File: src/rtl/reg_file_cfg_if.sv
// Register-file access bus: strobes, address and data in, registered
// read data and status pulses out.
// Optional macro: REGFILE_PARITY_EN adds Par_Inject (in) and Par_Err (out).
// Ports (master drives): WrEn, RdEn, Address, WrData [, Par_Inject]
// Ports (slave drives):  RdData, RdData_Valid, Addr_Err [, Par_Err]
interface reg_file_cfg_if #(
    parameter int unsigned WIDTH      = 8,
    parameter int unsigned ADDR_WIDTH = 4
);
    logic                  WrEn;
    logic                  RdEn;
    logic [ADDR_WIDTH-1:0] Address;
    logic [WIDTH-1:0]      WrData;
    logic [WIDTH-1:0]      RdData;
    logic                  RdData_Valid;
    logic                  Addr_Err;
`ifdef REGFILE_PARITY_EN
    logic                  Par_Inject;
    logic                  Par_Err;

    modport master (
        output WrEn, RdEn, Address, WrData, Par_Inject,
        input  RdData, RdData_Valid, Addr_Err, Par_Err
    );
    modport slave (
        input  WrEn, RdEn, Address, WrData, Par_Inject,
        output RdData, RdData_Valid, Addr_Err, Par_Err
    );
`else
    modport master (
        output WrEn, RdEn, Address, WrData,
        input  RdData, RdData_Valid, Addr_Err
    );
    modport slave (
        input  WrEn, RdEn, Address, WrData,
        output RdData, RdData_Valid, Addr_Err
    );
`endif
endinterface

File: src/rtl/reg_file_cfg.sv
// Parametrised configuration register file. Entries 0..3 are exposed
// continuously as REG0..REG3 for the ALU, UART and clock divider.
// Optional macro: REGFILE_PARITY_EN (per-entry even parity, Par_Err/Par_Inject).
// Ports:
//   CLK, RST     clock, asynchronous active-low reset
//   bus          reg_file_cfg_if.slave (strobes, address, data, status pulses)
//   REG0..REG3   contents of entries 0..3, straight from storage
module reg_file_cfg #(
    parameter int unsigned WIDTH      = 8,
    parameter int unsigned DEPTH      = 16,
    parameter int unsigned ADDR_WIDTH = 4,
    parameter int unsigned REG2_RST   = 32'h81,
    parameter int unsigned REG3_RST   = 32'd32
) (
    input  logic              CLK,
    input  logic              RST,
    reg_file_cfg_if.slave     bus,
    output logic [WIDTH-1:0]  REG0,
    output logic [WIDTH-1:0]  REG1,
    output logic [WIDTH-1:0]  REG2,
    output logic [WIDTH-1:0]  REG3
);
    localparam logic [WIDTH-1:0] REG2_INIT = WIDTH'(REG2_RST);
    localparam logic [WIDTH-1:0] REG3_INIT = WIDTH'(REG3_RST);

    logic [WIDTH-1:0] mem [DEPTH];
    logic             addr_ok_c;
    logic             wr_ok_c;
    logic             rd_ok_c;
    logic             err_c;
    logic [WIDTH-1:0] rd_word_c;

    function automatic logic [WIDTH-1:0] rst_val(input int unsigned idx);
        if (idx == 32'd2)      return REG2_INIT;
        else if (idx == 32'd3) return REG3_INIT;
        else                   return '0;
    endfunction

    // Access decode: conflicting strobes or an address past the last entry is an error.
    always_comb begin
        addr_ok_c = 32'(bus.Address) < DEPTH;
        wr_ok_c   = bus.WrEn & ~bus.RdEn & addr_ok_c;
        rd_ok_c   = bus.RdEn & ~bus.WrEn & addr_ok_c;
        err_c     = (bus.WrEn & bus.RdEn) | ((bus.WrEn | bus.RdEn) & ~addr_ok_c);
    end

    // Read mux; explicit compare keeps non-power-of-two depths from aliasing.
    always_comb begin
        rd_word_c = '0;
        for (int unsigned i = 0; i < DEPTH; i++) begin
            if (bus.Address == ADDR_WIDTH'(i)) rd_word_c = mem[i];
        end
    end

    // Storage.
    always_ff @(posedge CLK or negedge RST) begin
        if (!RST) begin
            for (int unsigned i = 0; i < DEPTH; i++) mem[i] <= rst_val(i);
        end else begin
            for (int unsigned i = 0; i < DEPTH; i++) begin
                if (wr_ok_c && bus.Address == ADDR_WIDTH'(i)) mem[i] <= bus.WrData;
            end
        end
    end

    // Registered read data and status pulses.
    always_ff @(posedge CLK or negedge RST) begin
        if (!RST) begin
            bus.RdData       <= '0;
            bus.RdData_Valid <= 1'b0;
            bus.Addr_Err     <= 1'b0;
        end else begin
            bus.RdData_Valid <= rd_ok_c;
            bus.Addr_Err     <= err_c;
            if (rd_ok_c) bus.RdData <= rd_word_c;
        end
    end

`ifdef REGFILE_PARITY_EN
    logic [DEPTH-1:0] par_q;
    logic             rd_par_c;

    always_comb begin
        rd_par_c = 1'b0;
        for (int unsigned i = 0; i < DEPTH; i++) begin
            if (bus.Address == ADDR_WIDTH'(i)) rd_par_c = par_q[i];
        end
    end

    // Even-parity bit per entry; Par_Inject flips it to exercise the checker.
    always_ff @(posedge CLK or negedge RST) begin
        if (!RST) begin
            for (int unsigned i = 0; i < DEPTH; i++) par_q[i] <= ^rst_val(i);
            bus.Par_Err <= 1'b0;
        end else begin
            for (int unsigned i = 0; i < DEPTH; i++) begin
                if (wr_ok_c && bus.Address == ADDR_WIDTH'(i))
                    par_q[i] <= (^bus.WrData) ^ bus.Par_Inject;
            end
            bus.Par_Err <= rd_ok_c & ((^rd_word_c) != rd_par_c);
        end
    end
`endif

    assign REG0 = mem[0];
    assign REG1 = mem[1];
    assign REG2 = mem[2];
    assign REG3 = mem[3];
endmodule

File: src/flat_wrapper.sv
// flat-port wrapper written by rule: the top's interface ports become plain ports
module reg_file_cfg_flat 
#(
    parameter int unsigned WIDTH      = 8,
    parameter int unsigned DEPTH      = 16,
    parameter int unsigned ADDR_WIDTH = 4,
    parameter int unsigned REG2_RST   = 32'h81,
    parameter int unsigned REG3_RST   = 32'd32
)
  (CLK, RST, REG0, REG1, REG2, REG3, bus_WrEn, bus_RdEn, bus_Address, bus_WrData, bus_RdData, bus_RdData_Valid, bus_Addr_Err);
  reg_file_cfg_if #(.WIDTH(WIDTH), .ADDR_WIDTH(ADDR_WIDTH)) bus_i ();
  input  logic CLK;
  input  logic RST;
  output logic [WIDTH-1:0] REG0;
  output logic [WIDTH-1:0] REG1;
  output logic [WIDTH-1:0] REG2;
  output logic [WIDTH-1:0] REG3;
  input wire logic [$bits(bus_i.WrEn)-1:0] bus_WrEn;
  input wire logic [$bits(bus_i.RdEn)-1:0] bus_RdEn;
  input wire logic [$bits(bus_i.Address)-1:0] bus_Address;
  input wire logic [$bits(bus_i.WrData)-1:0] bus_WrData;
  output wire logic [$bits(bus_i.RdData)-1:0] bus_RdData;
  output wire logic [$bits(bus_i.RdData_Valid)-1:0] bus_RdData_Valid;
  output wire logic [$bits(bus_i.Addr_Err)-1:0] bus_Addr_Err;
  assign bus_i.WrEn = bus_WrEn;
  assign bus_i.RdEn = bus_RdEn;
  assign bus_i.Address = bus_Address;
  assign bus_i.WrData = bus_WrData;
  assign bus_RdData = bus_i.RdData;
  assign bus_RdData_Valid = bus_i.RdData_Valid;
  assign bus_Addr_Err = bus_i.Addr_Err;
  reg_file_cfg #(.WIDTH(WIDTH), .DEPTH(DEPTH), .ADDR_WIDTH(ADDR_WIDTH), .REG2_RST(REG2_RST), .REG3_RST(REG3_RST)) u_core (.CLK(CLK), .RST(RST), .bus(bus_i), .REG0(REG0), .REG1(REG1), .REG2(REG2), .REG3(REG3));
endmodule
File: config.mk
export PLATFORM = sky130hd
export DESIGN_NAME = reg_file_cfg_flat
export DESIGN_NICKNAME = d
export VERILOG_FILES = /design/src/rtl/reg_file_cfg_if.sv /design/src/rtl/reg_file_cfg.sv /design/src/flat_wrapper.sv
export SDC_FILE = /design/constraint.sdc
export NUM_CORES = 1
export LEC_CHECK = 0
export CELL_PAD_IN_SITES_DETAIL_PLACEMENT = 0
export CELL_PAD_IN_SITES_GLOBAL_PLACEMENT = 1
export CORE_ASPECT_RATIO = 1.5
export CORE_UTILIZATION = 43
export CTS_CLUSTER_SIZE = 30
export DETAILED_ROUTE_END_ITERATION = 8
export PLACE_DENSITY = 0.87
export SYNTH_ARGS = -nofsm -noshare
export SYNTH_HDL_FRONTEND = slang
export SYNTH_SLANG_ARGS = --single-unit
File: constraint.sdc
create_clock -name CLK -period 1.6 [get_ports CLK]
set_clock_uncertainty 0.2 [all_clocks]
set_input_delay 0.32 -clock CLK [delete_from_list [all_inputs] [get_ports CLK]]
set_output_delay 0.32 -clock CLK [all_outputs]
set_load 0.005 [all_outputs]
Word level (Yosys, flattened, before mapping)
Index checks and enable logic that the tools add are counted.
- register bits after elaboration: 138
- bits of input ports: 16
- output and inout bits: 42
- word-level logic and storage cells: 72
- equal/unequal tests: 15
- muxes and demuxes: 16
- bitwise operators: 5
- reductions and logical operators: 17
- operators with widths (operator ; number):
    $mux W8 ; 16
    $eq A4 B4 Y1 const B ; 8
    $eq A4 B3 Y1 const B ; 4
    $logic_and A1 B1 Y1 ; 16
    $eq A4 B2 Y1 const B ; 2
    $eq A4 B1 Y1 const B ; 1
    $logic_not A4 Y1 ; 1
    $and A1 B1 Y1 ; 3
    $not A1 Y1 ; 2

Depth between registers and ports, before layout
- depth after elaboration: 17
- gate-level depth with buffers: 8

Worst setup path after synthesis
OpenSTA, ideal clock, no wires.
- kind: input -> register
- start: input port bus_Address[0]
- end: register u_core.mem[24] in the netlist's numbering
- setup time: 125 ps
- arrival time: 1537 ps
- data required time: 1275 ps
- setup slack: -262 ps
- cell stages on the path: 5
- cell sequence: buf_2 > buf_6 > buf_6 > nor4_4 > mux2_2
- longest elaborated chain between the ends: 2
- RTL lines (item ; line ; source):
    start: declaration ; flat_wrapper.sv:20 ; input wire logic [$bits(bus_i.Address)-1:0] bus_Address;
    $eq A4 B4 Y1 ; reg_file_cfg.sv:61 ; if (wr_ok_c && bus.Address == ADDR_WIDTH'(i)) mem[i] <= bus.WrData;
    $logic_and A1 B1 Y1 ; reg_file_cfg.sv:61 ;
    end signal: indexed assignment ; reg_file_cfg.sv:61 ;
    end: declaration ; reg_file_cfg.sv:26 ; logic [WIDTH-1:0] mem [DEPTH];
No other way between the ends.
A chain may end at the register's enable or synchronous reset.

Worst setup path after layout
- start: register u_core.mem (netlist bit u_core.REG1[7])
- end: register u_core.bus.RdData[7]
- longest elaborated chain between the ends: 15
- RTL lines (item ; line ; source):
    $mux W8 (15 in a row) ; reg_file_cfg.sv:51 ; if (bus.Address == ADDR_WIDTH'(i)) rd_word_c = mem[i];
    end signal: assignment ; reg_file_cfg.sv:75 ; if (rd_ok_c) bus.RdData <= rd_word_c;
    end: declaration ; reg_file_cfg_if.sv:36 ; output RdData, RdData_Valid, Addr_Err
No other way between the ends.

==> results.json <==
{
  "yosysTopAreaCell": "dfrtp_1",
  "synthTopCellsByArea": "dfrtp_1 (49%), mux2_2 (21%), mux2i_1 (4.3%), buf_4 (4.0%), a211oi_1 (1.8%)",
  "drive_above_1_share": 0.529,
  "cp.required_ns": 1.69,
  "dp_slack_ns": -0.784,
  "synthXorXnorAreaFrac": 0,
  "wire_per_inst_um": 20.9,
  "period_needed_ns": 1.88,
  "first_iter_violations": 332,
  "peakVddDrop_v": 0.000748,
  "worstPathArrival_ns": 1.98,
  "syn_area_per_cell_um2": 12.5,
  "syn_to_final_growth_pct": 36.7,
  "port_buffers": 57,
  "seqPwrFrac": 0.413,
  "rows": 56,
  "die_y_um": 158,
  "period_share": 1.18,
  "grt_max_degree": 41,
  "synth_area_um2": 6940,
  "synthSimpleGateAreaFrac": 0.0820,
  "ys_warn_count": 0,
  "stdcell_area_um2": 9490,
  "hold_class": "in -> async",
  "synth.top_cells.by_count": "dfrtp_1 (135), mux2_2 (128), buf_4 (37), mux2i_1 (30), nor2_1 (21)",
  "drc": 0,
  "fmax_ghz": 0.531,
  "worstSetupPathType": "reg -> reg",
  "grt_usage": 0.240,
  "place.gp.congestion": 0.831,
  "switching_share": 0.273,
  "synth.most_common_cell": "dfrtp_1",
  "report.final.slew_viol_count": 0,
  "startpoint_type": "flop",
  "wl_mm": 19.1,
  "max_slew_margin": 0.768,
  "firstDrtPassIters": 5,
  "synth-seq-area-share": 0.498,
  "synth_top_area_share": 0.487,
  "layout_setup_ws_ns": -0.284,
  "antenna_cells": 0,
  "grt_pass1_wl_mm": 30.3,
  "switching_power_w": 0.00304,
  "worst_pin_slew_ns": 0.348,
  "clock_path_buffers": 2,
  "utilization": 0.605,
  "internal_power_w": 0.00810,
  "synth.area.mux_share": 0.264,
  "fillers": 1189,
  "die_area_um2": 16700,
  "clockRootBuffer": "clkbuf_16",
  "pwr-share-comb": 0.229,
  "dp_hpwl_mm": 13.0,
  "place_area_um2": 8330,
  "grt.overflow.total": 0,
  "ys_types": 44,
  "via_per_inst": 5.51,
  "h-tree-depth": 4,
  "synthArstFlopShare": 1.00,
  "drv_cap": 0,
  "synth_compound_area_frac": 0.0910,
  "ant_nets": 0,
  "hold_violations": 0,
  "syn-num-nets": 573,
  "crit_path_max_fanout": 2,
  "clkTransAtPathRegs_ns": 0.07,
  "setup_violations": 6,
  "insertion_delay_ns": 0.42,
  "placedCellCount": 839,
  "vias": 5045,
  "die_w_um": 106,
  "nets": 716,
  "io_pins": 58,
  "ys.flop_type": "dfrtp_1",
  "synth_top_family_by_area": "multiplexers",
  "rsz0062_at_grt": "true",
  "status": "finished with violations",
  "core_region_area_um2": 15700,
  "power_frac_clock": 0.359,
  "synth_seq_cells": 138,
  "antenna_found_initial": 0,
  "grt_pass1_vias": 5573,
  "synth_fa_ha_area_frac": 0,
  "clock-sinks": 138,
  "cts_buffers": 17,
  "cts_tree": "done",
  "layoutNonFillerInstCount": 916,
  "violations": "setup timing",
  "initial_core_util": 0.442,
  "cellPowerDensity_nw_per_um2": 1170,
  "postSynthCellCount": 557,
  "leakagePower_nw": 4.39,
  "synth_edf_count": 0,
  "endpoint_kind": "flop"
}
-- through the flow --
step / setup TNS [ns] / hold slack (ns) / power, W
6_report: -0.583 / 0.159 / 0.0111
5_1_grt: -1.04 / 0.189 / 0.0116
4_1_cts: -0.601 / 0.122 / 0.0110
3_5_place_dp: -87.68 / 0.0358 / 0.00688
3_3_place_gp: -84.00 / 0.0318 / 0.00675
2_1_floorplan: -13.47 / -0.176 / 0.00594
-- power by group through the flow --
stage	Sequential, W	Clock [W]	Combinational, W
2_1_floorplan	0.00450	0	0.00144
3_3_place_gp	0.00460	0	0.00215
3_5_place_dp	0.00464	0	0.00223
4_1_cts	0.00456	0.00401	0.00246
5_1_grt	0.00466	0.00418	0.00272
6_report	0.00460	0.00400	0.00255
-- critical path, stage by stage, from the launching register on --
cell,delay [ns]
dfrtp_1,0.40
buf_4,0.14
mux4_2,0.46
mux2i_2,0.23
nor2_2,0.08
nor4_1,0.19
a21oi_1,0.07
-- repair_timing --
item,4_1_cts,5_1_grt
setup endpoints to repair,178,64
buffers inserted,40,2
cloned,1,0
endpoints found under the hold margin,139,1
hold buffers,2,1
resized for setup,154,34
pin swaps,18,13
-- cells in the final DEF, fill, tap and decap left out, drive strengths merged, types with 5 or more instances in the layout --
master         synthesis  routed
a221o                  5       5
a21oi                  8       8
nand2b                 6       6
clkdlybuf4s15          0      21
nor2b                 13      13
buf                   54     151
inv                    2       7
mux2                 132     132
dlygate4sd2            0       6
nand2                 22      22
o22ai                 12      12
clkinv                 0       5
nand3b                 8       8
mux2i                 30      30
nor3                  13      13
nor2                  23      23
dfrtp                135     135
clkbuf                15      21
clkdlybuf4s50          0       8
a211oi                22      22
o21ai                 22      22
o21a                   7       7
-- layout make-up --
cell class	count	area, µm²	area share
flip-flops and latches	138	3460	0.364
multi-input cells	348	3360	0.354
repair buffers	193	1820	0.191
clock buffers	18	439	0.0463
well taps	203	254	0.0268
clock inverters	14	160	0.0169
inverters	2	7.51	0.000791
-- flip-flops by register name, indices dropped and copies added, names as in the netlist --
register,flops
u_core.bus.RdData,8
u_core.REG3,8
u_core.REG0,8
u_core.mem,96
u_core.bus.RdData_Valid,1
u_core.REG2,8
u_core.bus.Addr_Err,1
u_core.REG1,8
-- logic make-up (layout without fill, tap and decap cells) --
| group | after synthesis | after routing |
|---|---|---|
| buffers and inverters | 71 | 227 |
| AO/OA/AOI/OAI | 90 | 90 |
| multiplexers | 164 | 164 |
| flip-flops | 138 | 138 |
| AND/OR/NAND/NOR | 94 | 94 |
-- path summary, 6_finish.rpt --
kind	cells past startpoint	startpoint	end	slack [ns]
min in group CLK	5	bus_RdEn	u_core.bus.RdData[7]	0.24
hold / removal	2	RST	u_core.REG1[2]	0.16
setup / recovery	6	u_core.REG1[7]	u_core.bus.RdData[7]	-0.28
setup reg to reg	6	u_core.REG1[7]	u_core.bus.RdData[7]	-0.28
hold reg to reg	1	u_core.mem[62]	u_core.mem[62]	0.30
max in group asynchronous	3	RST	u_core.bus.Addr_Err	0.50
-- routing by layer --
metal / part of all wire / GRT usage / vias to the layer above
met3: 0.036 / 0.0441 / 41
met2: 0.54 / 0.434 / 158
li1: - / - / 2280
met5: 0 / 0 / -
met1: 0.39 / 0.269 / 2566
met4: 0.033 / 0.123 / 0
Note: power is estimated with default switching activity, not from simulation.
